<file path="config.mk">
export PLATFORM = sky130hd
export DESIGN_NAME = pace_timing_ctrl
export DESIGN_NICKNAME = d
export VERILOG_FILES = /design/src/rtl/pace_pkg.sv /design/src/rtl/led_stretch.sv /design/src/rtl/pace_timing_ctrl.sv
export SDC_FILE = /design/constraint.sdc
export NUM_CORES = 1
export LEC_CHECK = 0
export CELL_PAD_IN_SITES_DETAIL_PLACEMENT = 1
export CELL_PAD_IN_SITES_GLOBAL_PLACEMENT = 2
export CORE_ASPECT_RATIO = 1.75
export CORE_UTILIZATION = 38
export DETAILED_ROUTE_END_ITERATION = 7
export GPL_TIMING_DRIVEN = 0
export PLACE_DENSITY_LB_ADDON = 0.1
export SLEW_MARGIN = 30
export SYNTH_ARGS = -nofsm -noshare
export SYNTH_HDL_FRONTEND = slang
export SYNTH_SLANG_ARGS = --single-unit
</file>
<file path="constraint.sdc">
create_clock -name CLK -period 4.7 [get_ports CLK]
set_input_delay 0.94 -clock CLK [delete_from_list [all_inputs] [get_ports CLK]]
set_output_delay 0.94 -clock CLK [all_outputs]
set_load 0.02 [all_outputs]
</file>
<file path="src/rtl/pace_pkg.sv">
// Shared definitions for the demand pacing scheduler: FSM state encoding and reset-time intervals.
// Latency: n/a (types and constants only).
// Backpressure: n/a.
package pace_pkg;

  // Encoding is visible on the STATE port, so the values are fixed.
  typedef enum logic [1:0] {
    ST_IDLE    = 2'd0,
    ST_ALERT   = 2'd1,
    ST_PACING  = 2'd2,
    ST_REFRACT = 2'd3
  } pace_state_e;

  // Reset-time intervals, in TICK units (1 ms TICK: 60 bpm lower rate).
  localparam int PACE_CNT_W   = 16;
  localparam int PACE_LRI_DEF = 1000;
  localparam int PACE_VRP_DEF = 250;
  localparam int PACE_PW_DEF  = 2;
  localparam int PACE_HOLD    = 50;

endpackage

</file>
<file path="src/rtl/led_stretch.sv">
// Retriggerable LED stretcher: a 1-cycle trig lights led on the next cycle and holds it for HOLD ticks.
// Latency: trig to led rise is 1 cycle; a new trig restarts the hold from zero.
// Backpressure: none; trig is a strobe and is never dropped.
// Ports:
//   clk, rst  clock and asynchronous active-high reset
//   tick      1-cycle timebase strobe
//   trig      1-cycle event strobe to stretch
//   led       stretched indicator
module led_stretch #(
  parameter int CNT_W = 16,
  parameter int HOLD  = 50
) (
  input  logic clk,
  input  logic rst,
  input  logic tick,
  input  logic trig,
  output logic led
);

  localparam logic [CNT_W-1:0] HOLD_C = CNT_W'(HOLD);

  logic             led_q, led_d;
  logic [CNT_W-1:0] hold_q, hold_d;

  always_comb begin
    led_d  = led_q;
    hold_d = hold_q;
    if (trig) begin
      led_d  = 1'b1;
      hold_d = '0;
    end else if (led_q && tick) begin
      // Ticks are counted only while lit; the tick in the trigger cycle itself is ignored.
      hold_d = hold_q + CNT_W'(1);
      if (hold_d == HOLD_C) begin
        led_d = 1'b0;
      end
    end
  end

  always_ff @(posedge clk or posedge rst) begin
    if (rst) begin
      led_q  <= 1'b0;
      hold_q <= '0;
    end else begin
      led_q  <= led_d;
      hold_q <= hold_d;
    end
  end

  assign led = led_q;

endmodule

</file>
<file path="src/rtl/pace_timing_ctrl.sv">
// VVI demand pacing scheduler: escape counter from the last event, sense inhibits pacing, pace on LRI expiry.
// Latency: SENSE to SENSED 1 cycle; expiry TICK to PACE rise 1 cycle; LEDs follow one cycle later.
// Backpressure: none; SENSE/TICK are strobes, config writes are accepted or flagged in CFG_ERR.
// Ports:
//   CLK, RST                   clock and asynchronous active-high reset
//   TICK, EN, SENSE            timebase strobe, run enable, intrinsic beat strobe
//   CFG_WE, CFG_LRI/VRP/PW     config write (accepted in IDLE only, needs 0 < PW < VRP < LRI)
//   PACE, SENSED               pace stimulus level, accepted-sense strobe
//   LED_HEART, LED_PACE        stretched sense / pace-onset indicators
//   STATE, CFG_ERR             FSM state (IDLE=0 ALERT=1 PACING=2 REFRACT=3), sticky config error
module pace_timing_ctrl
  import pace_pkg::*;
#(
  parameter int CNT_W   = PACE_CNT_W,
  parameter int LRI_DEF = PACE_LRI_DEF,
  parameter int VRP_DEF = PACE_VRP_DEF,
  parameter int PW_DEF  = PACE_PW_DEF,
  parameter int HOLD    = PACE_HOLD
) (
  input  logic             CLK,
  input  logic             RST,
  input  logic             TICK,
  input  logic             EN,
  input  logic             SENSE,
  input  logic             CFG_WE,
  input  logic [CNT_W-1:0] CFG_LRI,
  input  logic [CNT_W-1:0] CFG_VRP,
  input  logic [CNT_W-1:0] CFG_PW,
  output logic             PACE,
  output logic             SENSED,
  output logic             LED_HEART,
  output logic             LED_PACE,
  output logic [1:0]       STATE,
  output logic             CFG_ERR
);

  pace_state_e      state_q, state_d;
  logic [CNT_W-1:0] cnt_q, cnt_d;
  logic [CNT_W-1:0] lri_q, lri_d;
  logic [CNT_W-1:0] vrp_q, vrp_d;
  logic [CNT_W-1:0] pw_q, pw_d;
  logic             sensed_q, sensed_d;
  logic             pace_start_q, pace_start_d;
  logic             cfg_err_q, cfg_err_d;

  logic [CNT_W-1:0] cnt_inc;
  logic             cfg_ok;

  // Saturating increment; all interval comparisons use the post-tick value.
  assign cnt_inc = (&cnt_q) ? cnt_q : cnt_q + CNT_W'(1);
  assign cfg_ok  = (CFG_PW != '0) && (CFG_PW < CFG_VRP) && (CFG_VRP < CFG_LRI);

  always_comb begin
    state_d      = state_q;
    cnt_d        = cnt_q;
    lri_d        = lri_q;
    vrp_d        = vrp_q;
    pw_d         = pw_q;
    sensed_d     = 1'b0;
    pace_start_d = 1'b0;
    cfg_err_d    = cfg_err_q;

    if (CFG_WE) begin
      if (state_q == ST_IDLE && cfg_ok) begin
        lri_d     = CFG_LRI;
        vrp_d     = CFG_VRP;
        pw_d      = CFG_PW;
        cfg_err_d = 1'b0;
      end else begin
        cfg_err_d = 1'b1;
      end
    end

    if (!EN) begin
      state_d = ST_IDLE;
      cnt_d   = '0;
    end else begin
      case (state_q)
        ST_IDLE: begin
          state_d = ST_ALERT;
          cnt_d   = '0;
        end
        ST_ALERT: begin
          // Sense has priority over a coincident expiry tick.
          if (SENSE) begin
            state_d  = ST_REFRACT;
            cnt_d    = '0;
            sensed_d = 1'b1;
          end else if (TICK) begin
            if (cnt_inc == lri_q) begin
              state_d      = ST_PACING;
              cnt_d        = '0;
              pace_start_d = 1'b1;
            end else begin
              cnt_d = cnt_inc;
            end
          end
        end
        ST_PACING: begin
          // cnt keeps running from the pace onset so VRP and LRI share one origin.
          if (TICK) begin
            cnt_d = cnt_inc;
            if (cnt_inc == pw_q) begin
              state_d = ST_REFRACT;
            end
          end
        end
        ST_REFRACT: begin
          if (TICK) begin
            cnt_d = cnt_inc;
            if (cnt_inc == vrp_q) begin
              state_d = ST_ALERT;
            end
          end
        end
        default: begin
          state_d = ST_IDLE;
          cnt_d   = '0;
        end
      endcase
    end
  end

  always_ff @(posedge CLK or posedge RST) begin
    if (RST) begin
      state_q      <= ST_IDLE;
      cnt_q        <= '0;
      lri_q        <= CNT_W'(LRI_DEF);
      vrp_q        <= CNT_W'(VRP_DEF);
      pw_q         <= CNT_W'(PW_DEF);
      sensed_q     <= 1'b0;
      pace_start_q <= 1'b0;
      cfg_err_q    <= 1'b0;
    end else begin
      state_q      <= state_d;
      cnt_q        <= cnt_d;
      lri_q        <= lri_d;
      vrp_q        <= vrp_d;
      pw_q         <= pw_d;
      sensed_q     <= sensed_d;
      pace_start_q <= pace_start_d;
      cfg_err_q    <= cfg_err_d;
    end
  end

  // PACE is decoded straight from the state flop so the async reset drops it at once.
  assign PACE    = (state_q == ST_PACING);
  assign SENSED  = sensed_q;
  assign STATE   = state_q;
  assign CFG_ERR = cfg_err_q;

  led_stretch #(.CNT_W(CNT_W), .HOLD(HOLD)) u_led_heart (
    .clk  (CLK),
    .rst  (RST),
    .tick (TICK),
    .trig (sensed_q),
    .led  (LED_HEART)
  );

  led_stretch #(.CNT_W(CNT_W), .HOLD(HOLD)) u_led_pace (
    .clk  (CLK),
    .rst  (RST),
    .tick (TICK),
    .trig (pace_start_q),
    .led  (LED_PACE)
  );

endmodule

</file>
==> impl_metrics.toml, run 1 <==
[status]
status = "complete, no violations"

[yosys]
synth_largest_area_cell = "dfrtp_1"
synth-edff-count = 0
syn_area_sq_um = 7400
yosysSeqAreaShare = 0.351
synth_warnings = 0
netlist.area_leader.share = 0.304
yosysUniqueCellTypes = 73
synthTopCellsByArea = "dfrtp_1, mux2_2, ha_1"
syn_inst = 788
syn_nets = 882
async_reset_ff_frac = 1.00
ys_ff_latch = 103
ys.flop_type = "dfrtp_1"
avgSynthCellArea_sq_um = 9.39

[drt]
dr.pass1.iters = 5
ant_nets = 0
drt-total-wl_mm = 23.9
wire_per_inst_um = 21.7
route.vias.total = 6303
drc = 0
drt_iter0_markers = 300
routed_via_density = 5.70

[cts]
post_cts_buffers = 0
cts_sinks = 103
htree_levels = 3
cts-buffers-inserted = 9
cts.clk_slew.worst_paths_ns = 0.07
ctsLongestPathBuffers = 2
cts_root_buffer = "clkbuf_16"
post_cts_resized = 0
clk_latency_ns = 0.36
cts_tree = "built"
hold_buffers = 0

[place]
place_congestion = 0.934
post-dp-hpwl_mm = 19.3
numPortBuffers = 60

[die]
rows = 67
design.die.area_sq_um = 20100
fp.dieH_um = 187
core_sq_um = 19100
ios = 61
fp.dieW_um = 107
initial_utilization = 0.387

[timing]
hold_ws_ns = 0.499
setup_tns_ns = 0
grt_setup_unrepaired = "no"
period_share = 0.965
slew_viol_final = 0
post-route-min-period_ns = 4.54
setup_violations = 0
hold_viol_final = 0
clock-skew-final_ns = 0.00519
tightest_slew_ns = 0.917
slew_headroom = 0.383
fmax_mhz = 220

[pwr]
internal_power_w = 0.00225
vdd_drop_max_v = 0.000200
leakagePower_nw = 3.77
switching_share = 0.349
powerDensity_nw_per_um2 = 399
finalPower_w = 0.00345
switchingPower_w = 0.00120
p_comb_frac = 0.343
pwr-share-clk = 0.238
seqPwrFrac = 0.419

[worst_setup_path]
cp_max_fo = 10
critPathBufInv = 2
cp.required_ns = 4.95
cp.arrival_ns = 4.78
cp_slowest_cell = "nor4_1"
worstRegToRegCells = 12
path_class = "flip-flop to flip-flop"
max_stage_delay_ns = 0.75
cp-start-kind = "flip-flop"
r2r_end = "cnt_q[12]$_DFFE_PP0P_"
r2r_setup_slack_ns = 0.16
crit_chain = "ha_1 > buf_6 > nand4_2 > nor4_4 > mux2i_1 > o211a_1 > nand4_1 > nor4_1 > o21ai_2 > buf_2 > a21oi_1 > nor2_1"
critPathTopFamily = "simple AND/OR/NAND/NOR gates"
r2r_start = "cnt_q[0]$_DFFE_PP0P_"
worst_setup_path_end_kind = "flip-flop"

[global_routing]
grt_max_degree = 62
grt_remaining_overflow = 0
track_usage = 0.254
grt_pass1_wl_mm = 38.1
grt_pass1_vias = 6858
antenna_found_initial = 0

[worst_hold_path]
min_to = "u_led_pace.led$_DFFE_PP0P_"
hold_depth = 1
hp-start = "u_led_pace.led$_DFFE_PP0P_"
hold_path.class = "flip-flop to flip-flop"

[cells_and_area]
final_common_cell = "dfrtp_1"
fin_util = 0.452
syn_to_final_growth_pct = 16.8
n_antenna_cell = 0
drive_gt1_frac = 0.139
finalNetCount = 954
fillCellCount = 2215
final_cell_mix = "dfrtp_1, clkdlybuf4s50_1, nor2_1"

[flow_run]
maxCapViolCount = 0
## final cells by class
cell class	count	area, sq um	area share
Clock buffer	11	243	0.0281
Clock inverter	4	70.1	0.00811
Multi-Input combinational cell	599	4390	0.508
Inverter	45	174	0.0201
Tap cell	241	302	0.0349
Sequential cell	103	2590	0.300
Timing Repair Buffer	61	621	0.0718
Buffer	41	248	0.0287
## power by group through the flow
stage | clock, W | combinational, W | sequential (W)
floorplan | 0 | 0.000816 | 0.00137
global placement | 0 | 0.00114 | 0.00145
detailed placement | 0 | 0.00119 | 0.00147
CTS | 0.000841 | 0.00120 | 0.00145
global route | 0.000872 | 0.00129 | 0.00148
finish | 0.000821 | 0.00118 | 0.00145
## routing by layer
metal / vias to the layer above / routed length [um] / track usage
met2: 121 / 13200 / 0.470
met3: 64 / 450 / 0.0258
li1: 2967 / - / -
met4: 0 / 1690 / 0.190
met1: 3151 / 8630 / 0.256
met5: - / 0 / 0
## flip-flops by register name, summed over array words and instances (netlist names)
signal              cells
u_led_heart.led         1
SENSED                  1
u_led_heart.hold_q     16
lri_q                  16
CFG_ERR                 1
pace_start_q            1
vrp_q                  16
u_led_pace.led          1
pw_q                   16
STATE                   2
u_led_pace.hold_q      16
cnt_q                  16
## cell usage after synthesis, drive strengths merged, types with 9 or more instances
cell / instances
nor3: 19
and2: 10
inv: 45
nand2: 51
nand3: 36
nor2: 58
and4: 13
and3: 16
dfrtp: 90
ha: 40
mux2i: 12
nand4: 34
a21o: 16
nor4: 12
or3: 9
clkbuf: 15
a21oi: 36
mux2: 47
xor2: 45
o21ai: 22
xnor2: 38
buf: 26
nor2b: 12
dfstp: 13
## how the worst max path moves through the flow
stage / start / cells after the start / endpoint / slack, ns
floorplan: RST / 1 / CFG_ERR$_DFFE_PP0P_ / 1.08
finish: cnt_q[0]$_DFFE_PP0P_ / 12 / cnt_q[12]$_DFFE_PP0P_ / 0.16
CTS: cnt_q[0]$_DFFE_PP0P_ / 12 / cnt_q[14]$_DFFE_PP0P_ / 0.24
detailed placement: CFG_LRI[1] / 13 / lri_q[2]$_DFFE_PP0P_ / 0.1
global placement: RST / 2 / vrp_q[9]$_DFFE_PP0P_ / -0.69
global route: cnt_q[1]$_DFFE_PP0P_ / 12 / cnt_q[14]$_DFFE_PP0P_ / 0.15
## metrics by stage
step | setup WS, ns | cells | area (sq um)
after floorplan | 1.08 | 788 | 7400
after CTS | 0.240 | 1105 | 8640
final | 0.164 | 1105 | 8640
after detailed placement | 0.100 | 1090 | 8330
after global routing | 0.146 | 1105 | 8640
after global placement | -0.691 | 1089 | 8300
## kinds of logic after synthesis
family                     share of synthesized area
DFF                                            0.351
adders and majority gates                     0.0676
xor gates and xnor gates                       0.104
buffers and inverters                         0.0563
and+or+nand+nor                                0.216
AOI/OAI and AO/OA                              0.117
muxes                                         0.0878
Note: power is estimated with default switching activity, not from simulation.
==> run 2, diff against run 1 <==
--- a/config.mk
+++ b/config.mk
@@ -5,13 +5,12 @@
 export SDC_FILE = /design/constraint.sdc
 export NUM_CORES = 1
 export LEC_CHECK = 0
-export CELL_PAD_IN_SITES_DETAIL_PLACEMENT = 1
-export CELL_PAD_IN_SITES_GLOBAL_PLACEMENT = 2
 export CORE_ASPECT_RATIO = 1.75
-export CORE_UTILIZATION = 38
+export CORE_UTILIZATION = 59
 export DETAILED_ROUTE_END_ITERATION = 7
 export GPL_TIMING_DRIVEN = 0
-export PLACE_DENSITY_LB_ADDON = 0.1
+export PLACE_DENSITY = 0.81
+export SETUP_SLACK_MARGIN = 0.15
 export SLEW_MARGIN = 30
 export SYNTH_ARGS = -nofsm -noshare
 export SYNTH_HDL_FRONTEND = slang
==> run 2 against run 1 <==
Non-clock buffer count is the same. Sequential power is essentially flat. Via count grew 0.25%. Core utilization grew 25 points. Die area shrank 35%. First-iteration DRC count grew 44%. Register-to-register slack gained 0.29 ns. Global-route usage grew 8.1 points. Sequential share of layout area grew 0.44 points. Critical path depth grew 1.
==> impl_metrics.toml, run 2 (synthesized netlist as in run 1, its figures left out) <==
[timing]
hold_ws_ns = 0.503
grt_setup_unrepaired = "no"
tightest_slew_ns = 0.952
fmax_mhz = 233
hold_viol_final = 0
setup_tns_ns = 0
slew_viol_final = 0
setup_violations = 0
slew_headroom = 0.358
clock-skew-final_ns = 0.00952
period_share = 0.912
post-route-min-period_ns = 4.29

[drt]
drt_iter0_markers = 431
wire_per_inst_um = 20.0
ant_nets = 0
drt-total-wl_mm = 20.6
routed_via_density = 6.13
drc = 0
route.vias.total = 6319
dr.pass1.iters = 5

[pwr]
switchingPower_w = 0.00119
internal_power_w = 0.00213
p_comb_frac = 0.348
pwr-share-clk = 0.215
leakagePower_nw = 3.74
switching_share = 0.358
finalPower_w = 0.00332
powerDensity_nw_per_um2 = 390
vdd_drop_max_v = 0.000290
seqPwrFrac = 0.437

[cells_and_area]
drive_gt1_frac = 0.140
finalNetCount = 954
fillCellCount = 960
seq_area_sq_um = 2590
multi_input_comb_area_sq_um = 4390
fin_util = 0.702
n_antenna_cell = 0
final_common_cell = "dfrtp_1"
final_cell_mix = "dfrtp_1, clkdlybuf4s50_1, nor2_1"
stdcell_area_sq_um = 8510
syn_to_final_growth_pct = 15.1

[die]
fp.dieW_um = 86.7
ios = 61
core_sq_um = 12100
rows = 53
fp.dieH_um = 150
initial_utilization = 0.610
design.die.area_sq_um = 13000

[cts]
hold_buffers = 0
cts_root_buffer = "clkbuf_16"
cts_tree = "built"
cts-buffers-inserted = 9
clk_latency_ns = 0.36
post_cts_resized = 0
cts_sinks = 103
cts.clk_slew.worst_paths_ns = 0.07
ctsLongestPathBuffers = 2
htree_levels = 3
post_cts_buffers = 0

[global_routing]
met1_usage = 0.339
antenna_found_initial = 0
grt-busiest-layer = "met2"
gr-usage-met3 = 0.0466
track_usage = 0.335
grt_remaining_overflow = 0
use_met2 = 0.626
grt_pass1_vias = 6361
grt_max_degree = 68
grt_pass1_wl_mm = 32.6

[worst_setup_path]
worst_setup_path_end_kind = "flip-flop"
cp_max_fo = 10
cp.arrival_ns = 4.54
critPathBufInv = 4
max_stage_delay_ns = 0.61
cp.required_ns = 4.95
critPathTopFamily = "compound AO/OA/AOI/OAI gates"
crit_top_cell = "a21o_1"
cp-start-kind = "input port"
path_class = "input port to flip-flop"
crit_chain = "clkdlybuf4s50_1 > inv_1 > ha_1 > a21o_1 > a21o_1 > a21o_1 > a21o_1 > a2111oi_1 > o21ai_1 > a21oi_1 > buf_2 > buf_2 > mux2_2"
cp_slowest_cell = "a2111oi_1"

[place]
place_congestion = 0.955
placed_cell_area_sq_um = 8240
numPortBuffers = 60
post-dp-hpwl_mm = 16.4

[status]
status = "complete, no violations"

[worst_hold_path]
hold_path.class = "flip-flop to flip-flop"

[flow_run]
maxCapViolCount = 0
## run 2: final timing paths
check	startpoint	to	slack, ns	depth (start not counted)
worst max-delay path	CFG_LRI[1]	lri_q[1]$_DFFE_PP0P_	0.41	13
worst min-delay path	u_led_pace.led$_DFFE_PP0P_	u_led_pace.led$_DFFE_PP0P_	0.50	1
worst max register to register	cnt_q[1]$_DFFE_PP0P_	cnt_q[14]$_DFFE_PP0P_	0.45	12
worst min register to register	u_led_pace.led$_DFFE_PP0P_	u_led_pace.led$_DFFE_PP0P_	0.50	1
max in group asynchronous	RST	lri_q[5]$_DFFE_PP1P_	3.09	3
min in group asynchronous	RST	u_led_pace.hold_q[12]$_DFFE_PP0P_	0.94	2
## run 2: layer usage
metal | part of all wire | vias to the layer above
met1 | 0.36 | 3052
met5 | 0 | -
met4 | 0.070 | 0
met2 | 0.54 | 210
met3 | 0.034 | 85
li1 | - | 2972
## run 2: power groups by stage
stage | Clock (W) | Combinational, W | Sequential [W]
final | 0.000714 | 0.00115 | 0.00145
after CTS | 0.000715 | 0.00114 | 0.00144
after global placement | 0 | 0.00110 | 0.00144
after detailed placement | 0 | 0.00114 | 0.00146
after floorplan | 0 | 0.000816 | 0.00137
after global routing | 0.000765 | 0.00124 | 0.00148
## run 2: layout make-up
class,count,area share
plain buffers,41,0.0291
multi-input cells,599,0.516
repair buffers,61,0.0738
inverters,45,0.0204
well taps,165,0.0242
clock inverters,6,0.00544
clock buffers,10,0.0269
flip-flops and latches,103,0.305
## run 2: metrics by stage
stage	worst slack [ns]	cells
2_1_floorplan	1.08	788
3_3_place_gp	-0.419	1013
3_5_place_dp	-0.192	1014
4_1_cts	0.182	1030
5_1_grt	0.178	1030
6_report	0.411	1030
==> run 3, diff against run 2 <==
--- a/config.mk
+++ b/config.mk
@@ -5,6 +5,7 @@
 export SDC_FILE = /design/constraint.sdc
 export NUM_CORES = 1
 export LEC_CHECK = 0
+export ABC_AREA = 1
 export CORE_ASPECT_RATIO = 1.75
 export CORE_UTILIZATION = 59
 export DETAILED_ROUTE_END_ITERATION = 7
==> run 3 against run 2 <==
Global-route usage decreased by 3.2 points. Total power decreased by 1.0%. Sequential power decreased by 3%. Setup slack improved by 0.53 ns. First-iteration DRC count decreased by 30%. Combinational power about the same. Critical path type unchanged. Critical endpoint is now pw_q[0]$_DFFE_PP0P_. Largest cell class unchanged. Largest power group unchanged. Highest routed layer unchanged.
==> impl_metrics.toml, run 3 <==
[yosys]
avgSynthCellArea_sq_um = 7.04
netlist.area_leader.share = 0.328
syn_area_sq_um = 6860
synthAdderAreaFrac = 0.0729
synth_compound_area_frac = 0.108
ys_ff_latch = 103
synth_warnings = 0
yosysSeqAreaShare = 0.378
syn_nets = 1069
yosysUniqueCellTypes = 34
synthTopCellsByCount = "nand2_1, inv_1, dfrtp_1"
synthMuxAreaShare = 0
synthTopCellsByArea = "dfrtp_1, nand2_1, inv_1"
ys.flop_type = "dfrtp_1"
synth-edff-count = 0
synthXorXnorAreaFrac = 0.0294
synth_top_family_by_area = "simple AND/OR/NAND/NOR gates"
async_reset_ff_frac = 1.00
yosysMostFrequentCell = "nand2_1"
syn_inst = 975
synth_largest_area_cell = "dfrtp_1"
synthSimpleGateAreaFrac = 0.307

[die]
initial_utilization = 0.611
fp.dieH_um = 145
core_sq_um = 11200
fp.dieW_um = 83.5
rows = 51
ios = 61
design.die.area_sq_um = 12100

[pwr]
powerDensity_nw_per_um2 = 413
switchingPower_w = 0.00120
seqPwrFrac = 0.427
leakagePower_nw = 4.00
finalPower_w = 0.00328
vdd_drop_max_v = 0.000255
p_comb_frac = 0.341
switching_share = 0.366
pwr-share-clk = 0.232
internal_power_w = 0.00208

[status]
status = "complete, no violations"

[cells_and_area]
finalNetCount = 1141
stdcell_area_sq_um = 7960
final_common_cell = "nand2_1"
fillCellCount = 958
n_antenna_cell = 0
syn_to_final_growth_pct = 16.0
final_cell_mix = "nand2_1, inv_1, dfrtp_1"
drive_gt1_frac = 0.0485

[drt]
drc = 0
drt_iter0_markers = 303
route.vias.total = 6515
routed_via_density = 5.51
drt-total-wl_mm = 17.2
wire_per_inst_um = 14.5
ant_nets = 0
dr.pass1.iters = 5

[cts]
cts_sinks = 103
cts.clk_slew.worst_paths_ns = 0.07
hold_buffers = 0
cts-buffers-inserted = 9
htree_levels = 3
post_cts_buffers = 0
cts_tree = "built"
clk_latency_ns = 0.35
post_cts_resized = 0
ctsLongestPathBuffers = 2
cts_root_buffer = "clkbuf_16"

[global_routing]
grt_pass1_vias = 6296
grt_max_degree = 58
grt_remaining_overflow = 0
grt_pass1_wl_mm = 28.4
track_usage = 0.302
antenna_found_initial = 0

[timing]
slew_viol_final = 0
clock-skew-final_ns = 0.00507
slew_headroom = 0.464
grt_setup_unrepaired = "no"
setup_violations = 0
post-route-min-period_ns = 3.76
hold_viol_final = 0
period_share = 0.799
fmax_mhz = 266
tightest_slew_ns = 0.797

[worst_setup_path]
cp_max_fo = 10
cp_slowest_cell = "buf_1"
cp-start-kind = "input port"
critPathBufInv = 4
crit_chain = "clkdlybuf4s50_1 > inv_1 > ha_1 > a21boi_0 > o211ai_1 > a21oi_1 > o21ai_0 > o211ai_1 > nand4_1 > nand3_1 > clkbuf_1 > buf_1 > nand2_1 > o21ai_0"
worst_setup_path_end_kind = "flip-flop"
cp.required_ns = 4.97
max_stage_delay_ns = 0.52
path_class = "input port to flip-flop"
cp.arrival_ns = 4.03
critPathTopFamily = "buffers and inverters"

[worst_hold_path]
hold_path.class = "flip-flop to flip-flop"

[place]
place_congestion = 0.942
placed_cell_area_sq_um = 7660
post-dp-hpwl_mm = 13.8
numPortBuffers = 60

[flow_run]
maxCapViolCount = 0
==> run 3: cell types whose count changed after synthesis, sizes merged, moves of 35 or more <==
cell,change
nand2,+232
xnor2,-35
inv,+119
mux2,-47
nand3,+54
o21ai,+60
==> run 3: path summary, 6_finish.rpt <==
kind	start	endpoint	slack, ns	cells past startpoint
setup / recovery	CFG_VRP[1]	pw_q[0]$_DFFE_PP0P_	0.94	14
min in group asynchronous	RST	u_led_heart.hold_q[7]$_DFFE_PP0P_	0.99	2
hold reg to reg	lri_q[8]$_DFFE_PP1P_	lri_q[8]$_DFFE_PP1P_	0.50	2
hold / removal	lri_q[8]$_DFFE_PP1P_	lri_q[8]$_DFFE_PP1P_	0.50	2
setup reg to reg	STATE[1]$_DFFE_PP0P_	cnt_q[14]$_DFFE_PP0P_	1.55	10
max in group asynchronous	RST	STATE[0]$_DFFE_PP0P_	3.09	3
==> run 3: logic make-up after synthesis <==
group	count (synthesis)
compound gates	136
xor+xnor	23
fa+ha+maj	40
buf+inv	185
flops	103
simple gates	488
==> run 3: through the flow <==
step	worst slack [ns]	cells	hold slack, ns	utilization	setup TNS [ns]
final	0.943	1183	0.502	0.709	0
after floorplan	1.08	975	0.466	-	0
after CTS	0.934	1183	0.503	0.709	0
after global placement	-0.409	1167	0.486	0.679	-36.19
after detailed placement	0.585	1168	0.493	0.682	0
after global routing	0.683	1183	0.522	0.709	0
==> run 3: layout make-up <==
class,count,area [sq um],area share
plain buffers,21,104,0.0130
clock buffers,12,256,0.0322
clock inverters,3,42.5,0.00534
inverters,164,621,0.0780
multi-input cells,687,3550,0.446
flip-flops and latches,103,2590,0.326
well taps,132,165,0.0207
repair buffers,61,628,0.0789
==> run 3: worst min-delay path, cell delays in order, from the launching register on <==
cell	delay, ns
dfstp_2	0.38
nand2_1	0.05
o21ai_0	0.07
==> run 3: power by group through the flow <==
stage               clock network (W)  logic, W  registers (W)
finish                       0.000763   0.00112        0.00140
global route                 0.000796   0.00131        0.00143
CTS                          0.000763   0.00112        0.00140
detailed placement                  0   0.00111        0.00141
global placement                    0   0.00108        0.00140
floorplan                           0  0.000817        0.00135
==> run 3: layer usage <==
layer  track usage  routed length, um
met5             0                  0
met4         0.219               1230
met3        0.0363                433
met2         0.571               9170
met1         0.306               6350
